### config.mk
export PLATFORM = sky130hd
export DESIGN_NAME = maze_pos_step
export DESIGN_NICKNAME = d
export VERILOG_FILES = /design/src/rtl/maze_pkg.sv /design/src/rtl/maze_pos_step.sv
export SDC_FILE = /design/constraint.sdc
export NUM_CORES = 1
export LEC_CHECK = 0
export ABC_AREA = 1
export CELL_PAD_IN_SITES_DETAIL_PLACEMENT = 2
export CELL_PAD_IN_SITES_GLOBAL_PLACEMENT = 2
export CORE_MARGIN = 10
export CORE_UTILIZATION = 23
export DETAILED_ROUTE_END_ITERATION = 10
export PLACE_DENSITY_LB_ADDON = 0.2
export SLEW_MARGIN = 25
export SYNTH_ARGS = -nofsm -noshare
export SYNTH_HDL_FRONTEND = slang
export SYNTH_SLANG_ARGS = --single-unit
### constraint.sdc
create_clock -name vclk -period 1.41
set_input_delay 0.282 -clock vclk [all_inputs]
set_output_delay 0.282 -clock vclk [all_outputs]
set_load 0.01 [all_outputs]
### src/rtl/maze_pkg.sv
// Shared types and constants for the maze path checker.
// Holds the grid dimension, cell count, direction and error encodings,
// checker state encoding and the (row, col) position struct.
package maze_pkg;

  localparam int DIM    = 17;
  localparam int CELLS  = DIM * DIM;
  localparam int CELL_W = $clog2(CELLS);

  typedef enum logic [1:0] {
    RIGHT = 2'd0,
    DOWN  = 2'd1,
    LEFT  = 2'd2,
    UP    = 2'd3
  } dir_e;

  typedef enum logic [2:0] {
    ERR_NONE    = 3'd0,
    ERR_WALL    = 3'd1,
    ERR_BOUNDS  = 3'd2,
    ERR_GAP     = 3'd3,
    ERR_TIMEOUT = 3'd4,
    ERR_PROTO   = 3'd5
  } err_e;

  typedef enum logic [2:0] {
    ST_IDLE,
    ST_LOAD,
    ST_WAIT,
    ST_WALK,
    ST_REPORT
  } chk_state_e;

  typedef struct packed {
    logic [4:0] row;
    logic [4:0] col;
  } pos_t;

endpackage

### src/rtl/maze_pos_step.sv
// Combinational single-step move on the maze grid.
// Ports:
//   pos_i      current position
//   dir_i      direction to move
//   tgt_o      target position (equals pos_i when the move leaves the grid)
//   off_grid_o 1 when the move would leave the DIM x DIM grid
module maze_pos_step
  import maze_pkg::*;
#(
  parameter int DIM = maze_pkg::DIM
) (
  input  pos_t pos_i,
  input  dir_e dir_i,
  output pos_t tgt_o,
  output logic off_grid_o
);

  localparam logic [4:0] LAST = 5'(DIM - 1);

  always_comb begin
    tgt_o      = pos_i;
    off_grid_o = 1'b0;
    unique case (dir_i)
      RIGHT: if (pos_i.col == LAST)  off_grid_o = 1'b1; else tgt_o.col = pos_i.col + 5'd1;
      DOWN:  if (pos_i.row == LAST)  off_grid_o = 1'b1; else tgt_o.row = pos_i.row + 5'd1;
      LEFT:  if (pos_i.col == 5'd0)  off_grid_o = 1'b1; else tgt_o.col = pos_i.col - 5'd1;
      UP:    if (pos_i.row == 5'd0)  off_grid_o = 1'b1; else tgt_o.row = pos_i.row - 5'd1;
      default: off_grid_o = 1'b0;
    endcase
  end

endmodule

**After elaboration in Yosys (flattened, before gate mapping)**

Index checks and enable logic that the tools add are counted.

- Logic and storage cells: 23
- Bits in registers: 0

- $add $sub $neg: 4
- Reduce and logical (&&, ||, !) cells: 3
- Mux-type cells: 11
- Equal/unequal tests: 5

Operator list:

| cell | number |
|---|---|
| 2-to-1 mux 5 bit | 4 |
| one-hot mux 5 bit (2 select lines) | 2 |
| adder 5 x 1 -> 5 bit (second input constant) | 2 |
| == test 5 bit (second input constant) | 2 |
| zero test 5 bit | 2 |
| subtractor 5 x 1 -> 5 bit (second input constant) | 2 |
| == test 2 bit (second input constant) | 2 |
| 2-to-1 mux 1 bit | 4 |
| one-hot mux 1 bit (4 select lines) | 1 |
| == test 2 x 1 -> 1 bit (second input constant) | 1 |
| zero test 2 bit | 1 |

**Depth between registers and ports, before layout**

Gate-level depths: netlist of run 1.

- Depth after elaboration: 3
- Mapped depth: 8
- Mapped depth without buffers: 7

**Worst setup path after synthesis of run 1**

Ideal clock, no wire load.

- Path kind: input-to-output
- Start point: input pos_i[5] (netlist bit)
- End point: output tgt_o[6] (netlist bit)
- Arrival time: 1.061 ns
- Cell stages on the path: 7
- Path slack: 0.067 ns
- Required time: 1.128 ns
- Cell sequence: inv_1 -> ha_1 -> clkbuf_2 -> nand3_4 -> nor2_2 -> nand2_1 -> nand3b_1

RTL lines:

| element | RTL line | RTL |
|---|---|---|
| start: declaration | maze_pos_step.sv:12 | `input pos_t pos_i,` |
| end: declaration | maze_pos_step.sv:14 | `output pos_t tgt_o,` |

==> results of run 1 <==
[area by class of cell]
type | count | share of cell area
well taps | 31 | 0.0286
repair buffers | 57 | 0.367
multi-input cells | 95 | 0.539
inverters | 18 | 0.0655
[per-layer routing]
layer  up-vias  global-route usage
met5         -                   0
met2        19               0.283
met4         0              0.0127
met3         4              0.0109
met1       505               0.124
li1        492                   -
[stage by stage]
stage	utilization	hold slack (ns)	setup WS, ns	cells
final	0.496	1.00	-0.0807	201
after global routing	0.496	1.03	-0.118	201
after CTS	0.441	0.997	-0.0399	201
after detailed placement	0.389	1.74	-1.02	192
after global placement	0.389	1.72	-0.964	192
after floorplan	-	0.653	0.0671	118
[logic make-up after synthesis]
| group | Yosys count | synth area share |
|---|---|---|
| buffers and inverters | 23 | 0.175 |
| xor gates and xnor gates | 2 | 0.0270 |
| and+or+nand+nor | 85 | 0.686 |
| adders and majority gates | 4 | 0.0771 |
| AOI/OAI and AO/OA | 4 | 0.0347 |
[worst max-delay path by stage]
stage,start,cells past startpoint,to
floorplan,pos_i[5],7,tgt_o[6]
detailed placement,pos_i[6],8,tgt_o[6]
global placement,pos_i[5],8,tgt_o[6]
CTS,pos_i[6],9,tgt_o[6]
global route,pos_i[0],9,tgt_o[2]
finish,pos_i[0],9,tgt_o[2]
[power groups by stage]
stage	logic, mW	registers (mW)	clock network [mW]
final	0.425	0	0
after global routing	0.462	0	0
after CTS	0.366	0	0
after detailed placement	0.336	0	0
after global placement	0.322	0	0
after floorplan	0.146	0	0
[Yosys cell counts]
| cell | count |
|---|---|
| a21oi_1 | 1 |
| buf_6 | 3 |
| inv_4 | 1 |
| nand3_4 | 1 |
| nand2_1 | 30 |
| nand3_1 | 27 |
| nand3b_1 | 1 |
| nand4_1 | 9 |
| ha_1 | 4 |
| clkbuf_2 | 1 |
| o21ai_1 | 1 |
| o21ai_0 | 1 |
| xor2_1 | 2 |
| buf_2 | 1 |
| inv_1 | 13 |
| nor2_1 | 7 |
| nor2_4 | 2 |
| nor2_2 | 3 |
| nand3_2 | 1 |
| nor2_8 | 1 |
| inv_2 | 3 |
| nand2_2 | 3 |
| clkinv_1 | 1 |
| a22oi_1 | 1 |
[timing repair]
action	in CTS	in global routing
pin swaps	23	29
gates resized for setup	141	39
setup buffers	9	1
endpoints found under the setup margin	11	11
==> impl_metrics.json, run 1 <==
{
  "violations": "negative setup slack",
  "diodes": 0,
  "worst_pin_slew_ns": 0.201,
  "timing.fmax_mhz": 671,
  "first_pass_iters": 2,
  "final_common_cell": "buf_4",
  "fin_total_pwr_mw": 0.425,
  "drt-initial-drc-count": 21,
  "rows": 19,
  "drv_cap": 0,
  "wl_met1_mm": 1.27,
  "p_int_mw": 0.205,
  "p_per_area_nw_per_um2": 313,
  "grt_antenna_before_repair": 0,
  "syn_area_um2": 649,
  "slowest_delay_ns": 0.16,
  "crit_slowest_cell": "ha_4",
  "ant_nets": 0,
  "drive_gt1_frac": 0.665,
  "syn_nets": 134,
  "clkPwrFrac": 0,
  "track_usage": 0.129,
  "setup_violations": 6,
  "yosys.area.top_type_share": 0.208,
  "flops_and_latches": 0,
  "drt_wl_total_mm": 3.61,
  "final_hold_viol_count": 0,
  "io_pins": 23,
  "dr.max_layer_used": "met4",
  "coreArea_um2": 2730,
  "critical_path_class": "in2out",
  "hold_start": "pos_i[3]",
  "synth_area_leader_cell": "nand3_1",
  "cts_hold_buf": 0,
  "worst_path_most_repeated_cell": "buf_6",
  "holdPathEnd": "tgt_o[4]",
  "hp-class": "in2out",
  "wl_met2_mm": 2.21,
  "max_slew_margin": 0.866,
  "yosysSeqAreaShare": 0,
  "p_seq_frac": 0,
  "path_delay_family": "simple AND/OR/NAND/NOR gates",
  "io_buffer_count": 23,
  "share_comb_of_total_power": 1.000,
  "power.leakage_nw": 0.646,
  "gp_congestion": 0.785,
  "drc_errors": 0,
  "path_buf_inv": 4,
  "synth_area_leaders": "nand3_1, nand2_1, nand4_1, ha_1, inv_1",
  "final_area_um2": 1360,
  "die_area_um2": 5350,
  "seq_area_um2": 0,
  "worstPathMaxFanout": 2,
  "syn_inst": 118,
  "final_cell_mix": "buf_4, nand2_1, buf_6, nand3_1, nand2_2",
  "nNetsFinal": 188,
  "nClkBuffers": 0,
  "end_kind": "output port",
  "switching_share": 0.517,
  "placed_area_um2": 1060,
  "final.fill_count": 312,
  "tns_ns": -0.234,
  "grt_max_degree": 7,
  "multiInputGateArea_um2": 731,
  "grt_pass1_vias": 1213,
  "finalCritPeriodShare": 1.06,
  "area_growth_pct": 109,
  "initial_core_util": 0.238,
  "final.setup.worst_slack_ns": -0.0807,
  "required_ns": 1.13,
  "power.switching_mw": 0.220,
  "vias": 1020,
  "synth_warnings": 0,
  "peakVddDrop_uv": 153,
  "route.met3.wl_um": 99,
  "synth_cell_types": 24,
  "cp.arrival_ns": 1.21,
  "wl_per_cell_um": 17.9,
  "grt_overflow": 0,
  "crit_path_cell_trace": "buf_8, buf_6, ha_4, nand2_2, inv_2, nor2_1, nand3_1, nand3_2, buf_6",
  "synth_area_per_cell_um2": 5.50,
  "worstSetupStartpointType": "input port",
  "holdPathStages": 4,
  "grt_pass1_wl_mm": 5.84,
  "status": "finished, violations left",
  "die_x_um": 73.1,
  "rsz0062_at_grt": "true",
  "vias_per_cell": 5.07,
  "drv_slew": 0,
  "die_h_um": 73.1,
  "dp_hpwl_mm": 2.60,
  "period_minus_slack_ns": 1.49
}
Note: power is estimated with default switching activity, not from simulation.
==> run 2, diff against run 1 <==
==> constraint.sdc (replaced) <==
create_clock -name vclk -period 1.7
set_input_delay 0.34 -clock vclk [all_inputs]
set_output_delay 0.34 -clock vclk [all_outputs]
set_load 0.01 [all_outputs]
==> run 2 against run 1 <==
  * The run now ends clean
  * Utilization down 7.4 points
  * Cell area shrank 15%
  * First-iteration DRC count decreased by 14%
  * Critical path type unchanged
  * Total power decreased by 31%
  * Global-route usage shrank 1.0 points
  * Routed wire length decreased by 7.6%
  * Combinational power fell by 31%
  * Clock-buffer cell count did not move
  * Critical path depth is the same
  * Die area unchanged
  * Via count decreased by 0.88%
==> impl_metrics.json, run 2 (synthesis results as in run 1) <==
{
  "slowest_delay_ns": 0.18,
  "die_h_um": 73.1,
  "crit_path_cell_trace": "clkdlybuf4s15_1, buf_6, buf_4, nand2_2, inv_2, nor2_2, nand3_1, nand3_2, buf_6",
  "fin_cells": 198,
  "nClkBuffers": 0,
  "wl_per_cell_um": 16.8,
  "peakVddDrop_uv": 134,
  "timing.fmax_mhz": 616,
  "hp-class": "in2out",
  "worstSetupStartpointType": "input port",
  "final.fill_count": 351,
  "period_minus_slack_ns": 1.62,
  "io_pins": 23,
  "area_growth_pct": 77.8,
  "grt_overflow": 0,
  "dp.cells": 192,
  "drive_gt1_frac": 0.521,
  "rows": 19,
  "placed_area_um2": 1060,
  "path_buf_inv": 5,
  "drv_slew": 0,
  "dp_hpwl_mm": 2.60,
  "nNetsFinal": 185,
  "vias_per_cell": 5.11,
  "final_cell_mix": "nand2_1, nand3_1, buf_4, buf_2, buf_6",
  "status": "finished, final reports clean",
  "drt-initial-drc-count": 18,
  "end_kind": "output port",
  "final.setup.worst_slack_ns": 0.0758,
  "path_delay_family": "buffers and inverters",
  "grt_max_degree": 7,
  "vias": 1011,
  "die_x_um": 73.1,
  "grt_pass1_wl_mm": 5.35,
  "coreArea_um2": 2730,
  "p_per_area_nw_per_um2": 255,
  "max_slew_margin": 0.862,
  "grt_pass1_vias": 1120,
  "required_ns": 1.36,
  "drc_errors": 0,
  "post-place-ws_ns": -0.843,
  "die_area_um2": 5350,
  "finalCritPeriodShare": 0.955,
  "track_usage": 0.119,
  "grt_antenna_before_repair": 0,
  "worst_pin_slew_ns": 0.206,
  "cp.arrival_ns": 1.28,
  "io_buffer_count": 23,
  "final_common_cell": "nand2_1",
  "final_hold_viol_count": 0,
  "critical_path_class": "in2out",
  "flops_and_latches": 0,
  "first_pass_iters": 2,
  "cts_hold_buf": 0,
  "worstPathMaxFanout": 5,
  "whs_ns": 1.13,
  "crit_slowest_cell": "clkdlybuf4s15_1",
  "worst_path_most_repeated_cell": "buf_6",
  "diodes": 0,
  "fin_util": 0.422,
  "drv_cap": 0,
  "seq_area_um2": 0,
  "power.leakage_nw": 0.584,
  "initial_core_util": 0.238,
  "gp_congestion": 0.785,
  "drt_wl_total_mm": 3.33,
  "final_area_um2": 1150,
  "setup_violations": 0,
  "ant_nets": 0
}
-- run 2: stage by stage --
step	TNS, ns	total power, mW
final	0	0.294
after global routing	-0.0214	0.326
after CTS	0	0.281
after detailed placement	-8.78	0.278
after global placement	-8.12	0.267
after floorplan	0	0.121
-- run 2: area by class of cell --
cell class	instances	area, µm²	share of cell area
timing repair buffer	54	400	0.347
tap	31	38.8	0.0336
multi-input combinational	95	646	0.559
inverter	18	70.1	0.0607
-- run 2: routing by layer --
metal	GRT usage	vias to the layer above	share of wire
met5	0	-	0
met4	0	0	0.021
met3	0.00952	7	0.046
met2	0.268	21	0.60
met1	0.113	496	0.34
li1	-	487	-
-- run 2: worst paths after layout --
kind | from | to | slack (ns) | cells past startpoint
setup / recovery | pos_i[2] | tgt_o[2] | 0.08 | 9
hold / removal | pos_i[3] | tgt_o[4] | 1.13 | 4
-- run 2: where the power goes --
part           internal (mW)  switching [mW]
logic                  0.135           0.160
registers                  0               0
clock network              0               0
-- run 2: timing repair --
action                                 CTS  global route
endpoints found under the hold margin    0             0
setup endpoints to repair               11            10
gates resized for setup                 97            23
pin swaps                               11            10
setup buffers                            4             2
cloned                                   0             0
-- run 2: worst min-delay path, delay by kind of cell --
kind | cells | cell delay, ns
buffers and inverters | 2 | 0.28
AO/OA/AOI/OAI | 1 | 0.05
AND/OR/NAND/NOR | 1 | 0.11
==> run 3, diff against run 2 <==
--- a/config.mk
+++ b/config.mk
@@ -11,7 +11,8 @@
 export CORE_MARGIN = 10
 export CORE_UTILIZATION = 23
 export DETAILED_ROUTE_END_ITERATION = 10
-export PLACE_DENSITY_LB_ADDON = 0.2
+export MAX_ROUTING_LAYER = met4
+export PLACE_DENSITY_LB_ADDON = 0.15
 export SLEW_MARGIN = 25
 export SYNTH_ARGS = -nofsm -noshare
 export SYNTH_HDL_FRONTEND = slang
==> run 3 against run 2 <==
  * The run now ends with negative setup slack left
  * Via count grew 4.5%
  * First-iteration DRC count increased by 140%
  * Global-route usage increased by 1.3 points
  * Non-clock buffer count rose by 2
  * Fmax shrank 6.8%
  * Combinational power increased by 13%
  * Critical path type unchanged
  * Highest routed layer unchanged
==> impl_metrics.json, run 3 (synthesis results as in run 1) <==
{
  "drt_wl_total_mm": 4.25,
  "rows": 19,
  "drv_cap": 0,
  "nClkBuffers": 0,
  "die_h_um": 73.1,
  "critical_path_class": "in2out",
  "required_ns": 1.36,
  "seq_area_um2": 0,
  "p_per_area_nw_per_um2": 272,
  "grt_overflow": 0,
  "drt-initial-drc-count": 44,
  "first_pass_iters": 4,
  "ant_nets": 0,
  "crit_slowest_cell": "xor2_1",
  "cts_hold_buf": 0,
  "final_hold_viol_count": 0,
  "die_x_um": 73.1,
  "power.leakage_nw": 0.613,
  "whs_ns": 1.15,
  "status": "finished, violations left",
  "holdPathEnd": "tgt_o[6]",
  "setup_violations": 2,
  "worstPathMaxFanout": 6,
  "coreArea_um2": 2730,
  "gp_congestion": 0.756,
  "dp_hpwl_mm": 2.63,
  "die_area_um2": 5350,
  "holdPathStages": 4,
  "grt_pass1_wl_mm": 5.69,
  "grt_antenna_before_repair": 0,
  "period_minus_slack_ns": 1.74,
  "drv_slew": 0,
  "cp.arrival_ns": 1.40,
  "crit_path_cell_trace": "buf_2, inv_2, ha_4, buf_4, xor2_1, nand2_1, nand3_1, buf_2",
  "max_slew_margin": 0.827,
  "violations": "negative setup slack",
  "hp-class": "in2out",
  "end_kind": "output port",
  "diodes": 0,
  "slowest_delay_ns": 0.20,
  "grt_max_degree": 8,
  "hold_start": "pos_i[6]",
  "timing.fmax_mhz": 574,
  "area_growth_pct": 88.1,
  "finalCritPeriodShare": 1.03,
  "drc_errors": 0,
  "peakVddDrop_uv": 124,
  "initial_core_util": 0.238,
  "track_usage": 0.132,
  "final.setup.worst_slack_ns": -0.0426,
  "drive_gt1_frac": 0.586,
  "wl_per_cell_um": 21.2,
  "vias_per_cell": 5.29,
  "io_pins": 23,
  "io_buffer_count": 23,
  "worst_pin_slew_ns": 0.259,
  "final_common_cell": "buf_4",
  "grt_pass1_vias": 1144,
  "nNetsFinal": 187,
  "post-place-ws_ns": -0.945,
  "worstSetupStartpointType": "input port",
  "worst_path_most_repeated_cell": "buf_2",
  "final_cell_mix": "buf_4, nand2_1, nand3_1, buf_2",
  "flops_and_latches": 0,
  "vias": 1057
}
run 3: cell count changes in the layout (fill, tap and decap cells not counted), sizes merged:
cell / delta
dlygate4sd2: -1
clkdlybuf4s15: +1
inv: +1
clkbuf: -1
clkinv: -1
buf: +3
run 3: critical path: cells and delay by family:
kind	cells	cell delay, ns
fa+ha+maj	1	0.18
buf+inv	4	0.47
simple gates	2	0.21
xor+xnor	1	0.20
run 3: cell type report:
class                           count  area (µm²)
Timing Repair Buffer               56         418
Tap cell                           31        38.8
Fill cell                         342        1510
Multi-Input combinational cell     95         689
Inverter                           18        75.1
run 3: report_power, final:
part | total, mW | internal [mW] | switching, mW
logic | 0.332 | 0.146 | 0.185
clock network | 0 | 0 | 0
registers | 0 | 0 | 0
total | 0.332 | 0.146 | 0.185
run 3: metal layers:
metal  GRT usage  share of wire  up-vias  wire [µm]
li1            -              -      493          -
met1       0.160           0.41      528       1760
met2       0.242           0.54       28       2280
met3     0.00680          0.031        8        133
met4     0.00844          0.017        0         73
met5           -              0        -          0
run 3: repair_timing:
| action | 4_1_cts | 5_1_grt |
|---|---|---|
| gates resized for setup | 97 | 43 |
| setup buffers | 3 | 8 |
| pin swaps | 10 | 18 |
| setup endpoints to repair | 11 | 11 |
run 3: metrics by stage:
stage | setup TNS [ns] | utilization | instance area [µm²] | power, mW | cells
4_1_cts | -0.0148 | 0.400 | 1090 | 0.274 | 192
5_1_grt | -0.303 | 0.447 | 1220 | 0.358 | 200
3_3_place_gp | -8.47 | 0.380 | 1040 | 0.262 | 189
6_report | -0.0541 | 0.447 | 1220 | 0.332 | 200
3_5_place_dp | -9.22 | 0.380 | 1040 | 0.275 | 189
2_1_floorplan | 0 | - | 649 | 0.121 | 118
run 3: worst max-delay path by stage:
stage,startpoint,to,depth (start not counted)
after floorplan,pos_i[5],tgt_o[6],7
after global placement,pos_i[5],tgt_o[6],9
after detailed placement,pos_i[5],tgt_o[6],8
after CTS,pos_i[7],tgt_o[6],7
after global routing,pos_i[5],tgt_o[7],8
final,pos_i[6],tgt_o[7],8
